--- src/rtl/pe_sched_pkg.sv ---
// Shared types and default widths for the PE tile scheduler.
package pe_sched_pkg;

  localparam int unsigned IA_TILE_W = 8;
  localparam int unsigned W_TILE_W  = 8;

  typedef enum logic [2:0] {
    S_IDLE,
    S_FETCH,
    S_WAIT_LD,
    S_RUN,
    S_DRAIN,
    S_WB,
    S_DONE
  } sched_state_e;

  // A layer is in flight in every state except IDLE and the DONE pulse cycle.
  function automatic logic is_busy(input sched_state_e s);
    return (s != S_IDLE) && (s != S_DONE);
  endfunction

endpackage

--- src/rtl/pe_tile_scheduler_if.sv ---
// Layer-controller, loader, PE and writeback signals of the tile scheduler.
interface pe_tile_scheduler_if #(
  parameter int unsigned IA_TILE_W = pe_sched_pkg::IA_TILE_W,
  parameter int unsigned W_TILE_W  = pe_sched_pkg::W_TILE_W
);

  logic                 i_layer_start;
  logic [IA_TILE_W-1:0] i_num_ia_tiles;
  logic [W_TILE_W-1:0]  i_num_w_tiles;
  logic                 o_busy;
  logic                 o_layer_done;
  logic                 o_fetch_valid;
  logic [IA_TILE_W-1:0] o_fetch_ia_idx;
  logic [W_TILE_W-1:0]  o_fetch_w_idx;
  logic                 i_fetch_ready;
  logic                 i_fetch_done;
  logic                 o_pe_start;
  logic                 i_pe_finish;
  logic                 o_wb_valid;
  logic                 i_wb_ready;

  modport master (
    input  i_layer_start, i_num_ia_tiles, i_num_w_tiles,
    input  i_fetch_ready, i_fetch_done, i_pe_finish, i_wb_ready,
    output o_busy, o_layer_done, o_fetch_valid, o_fetch_ia_idx, o_fetch_w_idx,
    output o_pe_start, o_wb_valid
  );

  modport slave (
    output i_layer_start, i_num_ia_tiles, i_num_w_tiles,
    output i_fetch_ready, i_fetch_done, i_pe_finish, i_wb_ready,
    input  o_busy, o_layer_done, o_fetch_valid, o_fetch_ia_idx, o_fetch_w_idx,
    input  o_pe_start, o_wb_valid
  );

endinterface

--- src/rtl/tile_pair_counter.sv ---
// Nested (ia inner, w outer) tile index counter with latched counts and a last-pair flag.
module tile_pair_counter #(
  parameter int unsigned IA_TILE_W = 8,
  parameter int unsigned W_TILE_W  = 8
) (
  input  logic                 clk,
  input  logic                 rst,
  input  logic                 load,
  input  logic [IA_TILE_W-1:0] num_ia,
  input  logic [W_TILE_W-1:0]  num_w,
  input  logic                 advance,
  output logic [IA_TILE_W-1:0] ia_idx,
  output logic [W_TILE_W-1:0]  w_idx,
  output logic                 last
);

  logic [IA_TILE_W-1:0] num_ia_q;
  logic [W_TILE_W-1:0]  num_w_q;
  logic [IA_TILE_W:0]   ia_inc;
  logic [W_TILE_W:0]    w_inc;
  logic                 ia_wrap;
  logic                 w_last;

  // One extra bit so idx+1 == count compares stay exact at the maximum count.
  assign ia_inc  = {1'b0, ia_idx} + (IA_TILE_W+1)'(1);
  assign w_inc   = {1'b0, w_idx} + (W_TILE_W+1)'(1);
  assign ia_wrap = (ia_inc == {1'b0, num_ia_q});
  assign w_last  = (w_inc == {1'b0, num_w_q});
  assign last    = ia_wrap && w_last;

  always_ff @(posedge clk or posedge rst) begin
    if (rst) begin
      num_ia_q <= '0;
      num_w_q  <= '0;
      ia_idx   <= '0;
      w_idx    <= '0;
    end else if (load) begin
      num_ia_q <= num_ia;
      num_w_q  <= num_w;
      ia_idx   <= '0;
      w_idx    <= '0;
    end else if (advance) begin
      if (ia_wrap) begin
        ia_idx <= '0;
        w_idx  <= w_inc[W_TILE_W-1:0];
      end else begin
        ia_idx <= ia_inc[IA_TILE_W-1:0];
      end
    end
  end

endmodule

--- src/rtl/pe_tile_scheduler.sv ---
// Walks every (W tile, IA tile) pair of a layer: fetch, PE run, drain, writeback.
// Define PE_SCHED_PERF_EN to add busy/stall performance counters.
module pe_tile_scheduler #(
  parameter int unsigned IA_TILE_W = pe_sched_pkg::IA_TILE_W,
  parameter int unsigned W_TILE_W  = pe_sched_pkg::W_TILE_W
`ifdef PE_SCHED_PERF_EN
  , parameter int unsigned PERF_W  = 32
`endif
) (
  input  logic                i_clk,
  input  logic                i_rst,
  pe_tile_scheduler_if.master bus
`ifdef PE_SCHED_PERF_EN
  , output logic [PERF_W-1:0] o_perf_busy_cyc
  , output logic [PERF_W-1:0] o_perf_stall_cyc
`endif
);

  import pe_sched_pkg::*;

  sched_state_e         state;
  sched_state_e         state_next;
  logic                 load;
  logic                 advance;
  logic                 last;
  logic                 zero_layer;
  logic [IA_TILE_W-1:0] ia_idx;
  logic [W_TILE_W-1:0]  w_idx;

  assign zero_layer = (bus.i_num_ia_tiles == '0) || (bus.i_num_w_tiles == '0);

  tile_pair_counter #(
    .IA_TILE_W (IA_TILE_W),
    .W_TILE_W  (W_TILE_W)
  ) u_pair (
    .clk     (i_clk),
    .rst     (i_rst),
    .load    (load),
    .num_ia  (bus.i_num_ia_tiles),
    .num_w   (bus.i_num_w_tiles),
    .advance (advance),
    .ia_idx  (ia_idx),
    .w_idx   (w_idx),
    .last    (last)
  );

  assign bus.o_fetch_ia_idx = ia_idx;
  assign bus.o_fetch_w_idx  = w_idx;

  always_ff @(posedge i_clk or posedge i_rst) begin
    if (i_rst) state <= S_IDLE;
    else       state <= state_next;
  end

  always_comb begin
    state_next        = state;
    load              = 1'b0;
    advance           = 1'b0;
    bus.o_busy        = is_busy(state);
    bus.o_layer_done  = 1'b0;
    bus.o_fetch_valid = 1'b0;
    bus.o_pe_start    = 1'b0;
    bus.o_wb_valid    = 1'b0;
    case (state)
      S_IDLE: begin
        if (bus.i_layer_start) begin
          load       = 1'b1;
          state_next = zero_layer ? S_DONE : S_FETCH;
        end
      end
      S_FETCH: begin
        bus.o_fetch_valid = 1'b1;
        if (bus.i_fetch_ready) state_next = S_WAIT_LD;
      end
      S_WAIT_LD: begin
        if (bus.i_fetch_done) state_next = S_RUN;
      end
      S_RUN: begin
        bus.o_pe_start = 1'b1;
        if (bus.i_pe_finish) state_next = S_DRAIN;
      end
      // Finish must be seen low before the next start can be issued.
      S_DRAIN: begin
        if (!bus.i_pe_finish) state_next = S_WB;
      end
      S_WB: begin
        bus.o_wb_valid = 1'b1;
        if (bus.i_wb_ready) begin
          advance    = 1'b1;
          state_next = last ? S_DONE : S_FETCH;
        end
      end
      S_DONE: begin
        bus.o_layer_done = 1'b1;
        state_next       = S_IDLE;
      end
      default: state_next = S_IDLE;
    endcase
  end

`ifdef PE_SCHED_PERF_EN
  logic stall;

  always_comb begin
    stall = 1'b0;
    case (state)
      S_FETCH:   stall = !bus.i_fetch_ready;
      S_WAIT_LD: stall = !bus.i_fetch_done;
      S_WB:      stall = !bus.i_wb_ready;
      default:   stall = 1'b0;
    endcase
  end

  always_ff @(posedge i_clk or posedge i_rst) begin
    if (i_rst) begin
      o_perf_busy_cyc  <= '0;
      o_perf_stall_cyc <= '0;
    end else if (load) begin
      o_perf_busy_cyc  <= '0;
      o_perf_stall_cyc <= '0;
    end else begin
      if (is_busy(state) && (o_perf_busy_cyc != '1))
        o_perf_busy_cyc <= o_perf_busy_cyc + PERF_W'(1);
      if (stall && (o_perf_stall_cyc != '1))
        o_perf_stall_cyc <= o_perf_stall_cyc + PERF_W'(1);
    end
  end
`endif

endmodule

--- src/flat_wrapper.sv ---
// flat-port wrapper written by rule: the top's interface ports become plain ports
module pe_tile_scheduler_flat import pe_sched_pkg::*;
#(
  parameter int unsigned IA_TILE_W = pe_sched_pkg::IA_TILE_W,
  parameter int unsigned W_TILE_W  = pe_sched_pkg::W_TILE_W

)
  (i_clk, i_rst, bus_i_layer_start, bus_i_num_ia_tiles, bus_i_num_w_tiles, bus_i_fetch_ready, bus_i_fetch_done, bus_i_pe_finish, bus_i_wb_ready, bus_o_busy, bus_o_layer_done, bus_o_fetch_valid, bus_o_fetch_ia_idx, bus_o_fetch_w_idx, bus_o_pe_start, bus_o_wb_valid);
  pe_tile_scheduler_if #(.IA_TILE_W(IA_TILE_W), .W_TILE_W(W_TILE_W)) bus_i ();
  input  logic i_clk;
  input  logic i_rst;
  input wire logic [$bits(bus_i.i_layer_start)-1:0] bus_i_layer_start;
  input wire logic [$bits(bus_i.i_num_ia_tiles)-1:0] bus_i_num_ia_tiles;
  input wire logic [$bits(bus_i.i_num_w_tiles)-1:0] bus_i_num_w_tiles;
  input wire logic [$bits(bus_i.i_fetch_ready)-1:0] bus_i_fetch_ready;
  input wire logic [$bits(bus_i.i_fetch_done)-1:0] bus_i_fetch_done;
  input wire logic [$bits(bus_i.i_pe_finish)-1:0] bus_i_pe_finish;
  input wire logic [$bits(bus_i.i_wb_ready)-1:0] bus_i_wb_ready;
  output wire logic [$bits(bus_i.o_busy)-1:0] bus_o_busy;
  output wire logic [$bits(bus_i.o_layer_done)-1:0] bus_o_layer_done;
  output wire logic [$bits(bus_i.o_fetch_valid)-1:0] bus_o_fetch_valid;
  output wire logic [$bits(bus_i.o_fetch_ia_idx)-1:0] bus_o_fetch_ia_idx;
  output wire logic [$bits(bus_i.o_fetch_w_idx)-1:0] bus_o_fetch_w_idx;
  output wire logic [$bits(bus_i.o_pe_start)-1:0] bus_o_pe_start;
  output wire logic [$bits(bus_i.o_wb_valid)-1:0] bus_o_wb_valid;
  assign bus_i.i_layer_start = bus_i_layer_start;
  assign bus_i.i_num_ia_tiles = bus_i_num_ia_tiles;
  assign bus_i.i_num_w_tiles = bus_i_num_w_tiles;
  assign bus_i.i_fetch_ready = bus_i_fetch_ready;
  assign bus_i.i_fetch_done = bus_i_fetch_done;
  assign bus_i.i_pe_finish = bus_i_pe_finish;
  assign bus_i.i_wb_ready = bus_i_wb_ready;
  assign bus_o_busy = bus_i.o_busy;
  assign bus_o_layer_done = bus_i.o_layer_done;
  assign bus_o_fetch_valid = bus_i.o_fetch_valid;
  assign bus_o_fetch_ia_idx = bus_i.o_fetch_ia_idx;
  assign bus_o_fetch_w_idx = bus_i.o_fetch_w_idx;
  assign bus_o_pe_start = bus_i.o_pe_start;
  assign bus_o_wb_valid = bus_i.o_wb_valid;
  pe_tile_scheduler #(.IA_TILE_W(IA_TILE_W), .W_TILE_W(W_TILE_W)) u_core (.i_clk(i_clk), .i_rst(i_rst), .bus(bus_i));
endmodule
--- config.mk ---
export PLATFORM = sky130hd
export DESIGN_NAME = pe_tile_scheduler_flat
export DESIGN_NICKNAME = d
export VERILOG_FILES = /design/src/rtl/pe_sched_pkg.sv /design/src/rtl/pe_tile_scheduler_if.sv /design/src/rtl/tile_pair_counter.sv /design/src/rtl/pe_tile_scheduler.sv /design/src/flat_wrapper.sv
export SDC_FILE = /design/constraint.sdc
export NUM_CORES = 1
export LEC_CHECK = 0
export BUFFER_PORTS_ARGS = -buffer_cell sky130_fd_sc_hd__buf_4
export CAP_MARGIN = 30
export CELL_PAD_IN_SITES_DETAIL_PLACEMENT = 1
export CELL_PAD_IN_SITES_GLOBAL_PLACEMENT = 1
export CORE_MARGIN = 5
export CORE_UTILIZATION = 45
export DETAILED_ROUTE_END_ITERATION = 7
export PLACE_DENSITY_LB_ADDON = 0.1
export SYNTH_ARGS = -nofsm -noshare
export SYNTH_HDL_FRONTEND = slang
export SYNTH_SLANG_ARGS = --single-unit
--- constraint.sdc ---
create_clock -name i_clk -period 5.5 [get_ports i_clk]
set_clock_uncertainty 0.05 [all_clocks]
set_input_delay 0.55 -clock i_clk [delete_from_list [all_inputs] [get_ports i_clk]]
set_output_delay 0.55 -clock i_clk [all_outputs]
set_load 0.1 [all_outputs]
==> results of run 1 <==
## per-stage QoR
stage	util [%]	hold slack, ps
6_report	56.55	325.5
5_1_grt	56.55	372.1
4_1_cts	56.55	336.0
3_5_place_dp	54.85	468.5
3_3_place_gp	54.85	463.1
2_1_floorplan	-	450.8
## logic make-up (layout without fill, tap and decap cells)
family | count (synthesis) | after routing | share of synthesized area, %
and+or+nand+nor | 97 | 97 | 23.65
AOI/OAI and AO/OA | 43 | 43 | 13.94
DFF | 35 | 35 | 38.87
muxes | 25 | 25 | 12.72
buffers and inverters | 18 | 59 | 3.498
xor gates and xnor gates | 16 | 16 | 6.219
adders and majority gates | 2 | 2 | 1.110
## metal layers
layer / vias up / share of wire, % / GRT usage (%)
li1: 947 / - / -
met2: 52 / 47 / 30.88
met3: 8 / 5.5 / 4.435
met5: - / 0 / 0
met4: 0 / 1.3 / 5.912
met1: 962 / 47 / 27.69
## final timing paths
| kind | to | slack, ps | depth (start not counted) |
|---|---|---|---|
| max | u_core.u_pair.ia_idx[3] | 2840 | 7 |
| max reg2reg | u_core.u_pair.ia_idx[3] | 2840 | 7 |
| min | u_core.u_pair.num_ia_q[4] | 330 | 3 |
| min reg2reg | u_core.u_pair.num_w_q[3] | 480 | 1 |
| max in group asynchronous | u_core.u_pair.ia_idx[6] | 4750 | 3 |
| min in group i_clk | u_core.u_pair.num_ia_q[1] | 460 | 2 |
## cells in the mapped netlist (all sizes together) (2+ instances only)
cell type / instances
xnor2: 8
or3: 3
nor2: 21
ha: 2
o21ai: 8
mux2: 19
o31ai: 2
and3: 5
mux2i: 5
or4: 3
nand2: 20
clkbuf: 7
and2: 3
inv: 6
nand3: 9
nor2b: 5
a31o: 3
o211ai: 5
nand4: 2
nor4: 11
buf: 5
nor3: 3
a21oi: 11
nand2b: 4
nor3b: 2
xor2: 8
dfrtp: 35
## placed cells by master (no fill, tap or decap), types with 7 or more instances in the layout
cell,n
nand3_1,8
nor4_1,11
mux2_2,19
buf_4,45
o21ai_0,7
nor2_1,20
xor2_1,8
dfrtp_1,35
nand2_1,19
a21oi_1,11
xnor2_1,8
## state kept, by name, summed over array words and instances (netlist names)
| register | cells |
|---|---|
| u_core.u_pair.ia_idx | 8 |
| u_core.u_pair.num_ia_q | 8 |
| u_core.u_pair.num_w_q | 8 |
| u_core.u_pair.w_idx | 8 |
| u_core.state | 3 |
## power breakdown
part	internal, mW	switching (mW)
Combinational	0.226	0.330
Clock	0.0889	0.0916
Sequential	0.332	0.0856
## worst max-delay path, cell delays in order (launching register included)
cell and delay [ps]:
dfrtp_1 440, ha_1 350, nand3_2 140, or3_4 400, a22oi_4 230, nand2_2 100, nor3_1 640, a2111oi_0 160
## layout make-up
| cell class | count | area share [%] |
|---|---|---|
| flip-flops and latches | 35 | 32.36 |
| well taps | 67 | 3.098 |
| inverters | 6 | 0.8322 |
| clock inverters | 1 | 0.1849 |
| multi-input cells | 183 | 48.22 |
| repair buffers | 45 | 12.48 |
| clock buffers | 7 | 2.820 |
==> impl_metrics.env, run 1 <==
export IMPL_layout_drive_gt1_share_pct=29.60
export IMPL_clock_latency_ps=280
export IMPL_num_vias=1969
export IMPL_gp_congestion=0.8294
export IMPL_synth_area_leaders="dfrtp_1 (39%), mux2_2 (9.5%), nor2_1 (3.3%)"
export IMPL_cts_tree="done"
export IMPL_dr_first_iter_drc_count=41
export IMPL_setup_viol=0
export IMPL_irDropWorstVdd_v=0.0002323
export IMPL_port_buffers=43
export IMPL_yosys_area_top_type="dfrtp_1"
export IMPL_status="completed"
export IMPL_worst_slack_ps=2838
export IMPL_hold_viol_final=0
export IMPL_relSlewSlack_pct=45.68
export IMPL_syn_inst=236
export IMPL_finalCritPeriodShare_pct=48.40
export IMPL_powerDensity_mw_per_mm2=426.6
export IMPL_nFillCells=566
export IMPL_hold_path_class="input pin to async pin"
export IMPL_start_util_pct=47.08
export IMPL_hpwl_um=4369
export IMPL_min_period_ps=2662
export IMPL_cts_buffers=5
export IMPL_num_rows=25
export IMPL_yosys_register_bits=35
export IMPL_firstDrtPassIters=4
export IMPL_multi_input_area_mm2=0.001305
export IMPL_cts_root_buf="clkbuf_8"
export IMPL_p_total_mw=1.154
export IMPL_worstMarginPinSlew_ps=808.6
export IMPL_final_nets=301
export IMPL_clock_sinks=35
export IMPL_drv_cap=0
export IMPL_synth_edf_count=0
export IMPL_antenna_found_initial=0
export IMPL_fp_dieW_um=80.77
export IMPL_path_clk_slew_ps=70
export IMPL_core_area_mm2=0.004786
export IMPL_grt_overflow_total=0
export IMPL_grt_pass1_wl_um=10010
export IMPL_syn_area_mm2=0.002253
export IMPL_regArea_um2=875.8
export IMPL_p_leak_nw=1.200
export IMPL_postPlaceCellArea_mm2=0.002625
export IMPL_vias_per_cell=5.724
export IMPL_cts_buffer_depth=2
export IMPL_final_cells=344
export IMPL_die_area_mm2=0.006523
export IMPL_drv_slew=0
export IMPL_path_max_fanout=9
export IMPL_synth_top_area_share_pct=38.87
export IMPL_place_inst=336
export IMPL_grt_max_degree=36
export IMPL_wl_per_cell_um=16.78
export IMPL_rr_startpoint="u_core.u_pair.ia_idx[0]"
export IMPL_end_kind="register"
export IMPL_synth_area_per_cell_um2=9.548
export IMPL_post_cts_setup_buffers=0
export IMPL_area_delta_synth_final_pct=20.10
export IMPL_cp_required_ps=5570
export IMPL_postCtsHoldBufs=0
export IMPL_h_tree_depth=2
export IMPL_start_kind="register"
export IMPL_wl_um=5774
export IMPL_fmax_mhz=375.6
export IMPL_ys_warn_count=0
export IMPL_finalInstanceArea_mm2=0.002706
export IMPL_crit_arrival_ps=2740
export IMPL_ys_seq_area_share_pct=38.87
export IMPL_cts_resized=0
export IMPL_ant_nets=0
export IMPL_dieHeight_um=80.77
export IMPL_ios=44
export IMPL_async_reset_ff_share_pct=100.0
export IMPL_critPathKind="register to register"
export IMPL_tns_ps=0
export IMPL_antenna_diode_count=0
export IMPL_dp_slack_ps=2778
export IMPL_startpoint="u_core.u_pair.ia_idx[0]"
export IMPL_synth_fp_nets=261
export IMPL_rsz0062_at_grt="no"
export IMPL_ys_types=58
export IMPL_drcViolationCount=0
export IMPL_grt_use_total_pct=19.85
export IMPL_synthFlopType="dfrtp_1"
export IMPL_grt_pass1_vias=2009
(Power assumes the default switching activity.)
==> run 2: changes to the inputs <==
CORE_UTILIZATION = 38   (was 45)
clock period = 2.2 ns   (was 5.5 ns; I/O delays follow)
==> run 2 against run 1 <==
Net effect:
- the flow now finishes with violations (hold timing, setup timing)
- worst setup slack worse by 3000 ps
- clock power rose to 2.9 times the previous value
- combinational power rose to 3.0 times the previous value
- register-to-register slack worse by 3000 ps
- largest power group unchanged
==> impl_metrics.env, run 2 (synthesis results as in run 1) <==
export IMPL_antenna_diode_count=0
export IMPL_clock_sinks=35
export IMPL_crit_arrival_ps=2480
export IMPL_utilization_pct=55.39
export IMPL_status="complete, but fails checks"
export IMPL_worst_slack_ps=-143.9
export IMPL_grt_overflow_total=0
export IMPL_num_vias=2106
export IMPL_firstDrtPassIters=4
export IMPL_drv_slew=0
export IMPL_cp_required_ps=2330
export IMPL_drv_cap=0
export IMPL_num_rows=28
export IMPL_worst_path_largest_cell_delay_ps=540
export IMPL_r2r_slack_ps=-140
export IMPL_holdWs_ps=-16.16
export IMPL_die_area_mm2=0.007570
export IMPL_core_area_mm2=0.005851
export IMPL_dieHeight_um=87.01
export IMPL_cts_root_buf="clkbuf_8"
export IMPL_postCtsHoldBufs=0
export IMPL_grt_pass1_vias=2260
export IMPL_grt_pass1_wl_um=11070
export IMPL_crit_chain="ha_4 -> xor2_1 -> nor2_1 -> o311ai_1 -> or3_1 -> or4_4 -> a31o_1"
export IMPL_grt_max_degree=36
export IMPL_finalCritPeriodShare_pct=106.5
export IMPL_slowest_stage="or4_4"
export IMPL_path_clk_slew_ps=70
export IMPL_powerDensity_mw_per_mm2=985.1
export IMPL_wl_per_cell_um=17.31
export IMPL_dp_slack_ps=-169.2
export IMPL_end_kind="register"
export IMPL_p_total_mw=3.192
export IMPL_hold_path_class="input pin to async pin"
export IMPL_rsz0062_at_grt="yes"
export IMPL_setup_viol=4
export IMPL_layout_drive_gt1_share_pct=50.32
export IMPL_layout_cells_most_common="buf_4"
export IMPL_worstMarginPinSlew_ps=546.6
export IMPL_h_tree_depth=2
export IMPL_p_leak_nw=1.371
export IMPL_violations="hold timing, setup timing"
export IMPL_min_period_ps=2344
export IMPL_gp_congestion=0.8009
export IMPL_clock_latency_ps=290
export IMPL_vias_per_cell=5.414
export IMPL_layout_common_cells="buf_4 (79), nand2_1 (19), dfrtp_1 (19), mux2_2 (18), nor2_1 (16)"
export IMPL_grt_use_total_pct=18.56
export IMPL_path_max_fanout=3
export IMPL_start_kind="register"
export IMPL_cts_tree="done"
export IMPL_dr_first_iter_drc_count=53
export IMPL_critPathKind="register to register"
export IMPL_area_delta_synth_final_pct=43.81
export IMPL_fmax_mhz=426.6
export IMPL_relSlewSlack_pct=63.22
export IMPL_irDropWorstVdd_v=0.0006759
export IMPL_fp_dieW_um=87.01
export IMPL_drcViolationCount=0
export IMPL_port_buffers=43
export IMPL_wl_um=6734
export IMPL_ios=44
export IMPL_nFillCells=670
export IMPL_antenna_found_initial=0
export IMPL_ant_nets=0
export IMPL_cts_buffer_depth=2
export IMPL_start_util_pct=38.52
export IMPL_cts_buffers=5
export IMPL_hold_viol_final=35
export IMPL_hpwl_um=4953
export IMPL_final_nets=338
[run 2: cell count changes in the layout (fill, tap and decap cells not counted), sizes merged]
| cell | change |
|---|---|
| buf | +37 |
| clkbuf | +1 |
| clkinv | -1 |
[run 2: final cells by class]
class,count,area (um2),area share [%]
clock buffer,8,100.1,3.089
inverter,6,22.52,0.6950
multi-input combinational,183,1468,45.29
sequential,35,920.9,28.42
tap,75,93.84,2.896
timing repair buffer,82,635.6,19.61
[run 2: path summary, 6_finish.rpt]
path,from,to,cells after the start
setup / recovery,u_core.u_pair.w_idx[1],u_core.state[0],7
hold / removal,i_rst,u_core.u_pair.num_ia_q[6],3
setup reg to reg,u_core.u_pair.w_idx[1],u_core.state[0],7
hold reg to reg,u_core.u_pair.num_w_q[0],u_core.u_pair.num_w_q[0],1
max in group asynchronous,i_rst,u_core.u_pair.ia_idx[0],3
min in group i_clk,bus_i_num_w_tiles[3],u_core.u_pair.num_w_q[3],2
[run 2: power by group]
part / internal [mW] / switching, mW
Combinational: 0.701 / 0.958
Sequential: 0.837 / 0.173
Clock: 0.286 / 0.238
[run 2: stage by stage]
stage                     setup TNS (ps)  instance area (um2)  std cells
after floorplan                    -2027                 2366        236
after CTS                         -325.9                 3143        387
final                             -281.7                 3241        389
after global placement            -327.5                 2990        377
after detailed placement          -586.9                 2990        377
after global routing              -827.9                 3241        389
[run 2: worst max-delay path, delay by kind of cell, from the launching register on]
family	cells	cell delay, ps
and+or+nand+nor	3	1010
DFF	1	490
AOI/OAI and AO/OA	2	320
adders and majority gates	1	250
xor gates and xnor gates	1	130
[run 2: layer usage]
metal / global-route usage, % / vias to the layer above / wire length (um)
li1: - / 1023 / -
met3: 3.595 / 9 / 240
met5: 0 / - / 0
met4: 4.391 / 0 / 91
met2: 31.61 / 35 / 3361
met1: 24.18 / 1039 / 3041
[run 2: repair_timing]
item / in CTS / in global routing
gates resized for setup: 8 / 15
buffers inserted: 2 / 3
pin swaps: 6 / 7
endpoints found under the setup margin: 10 / 16
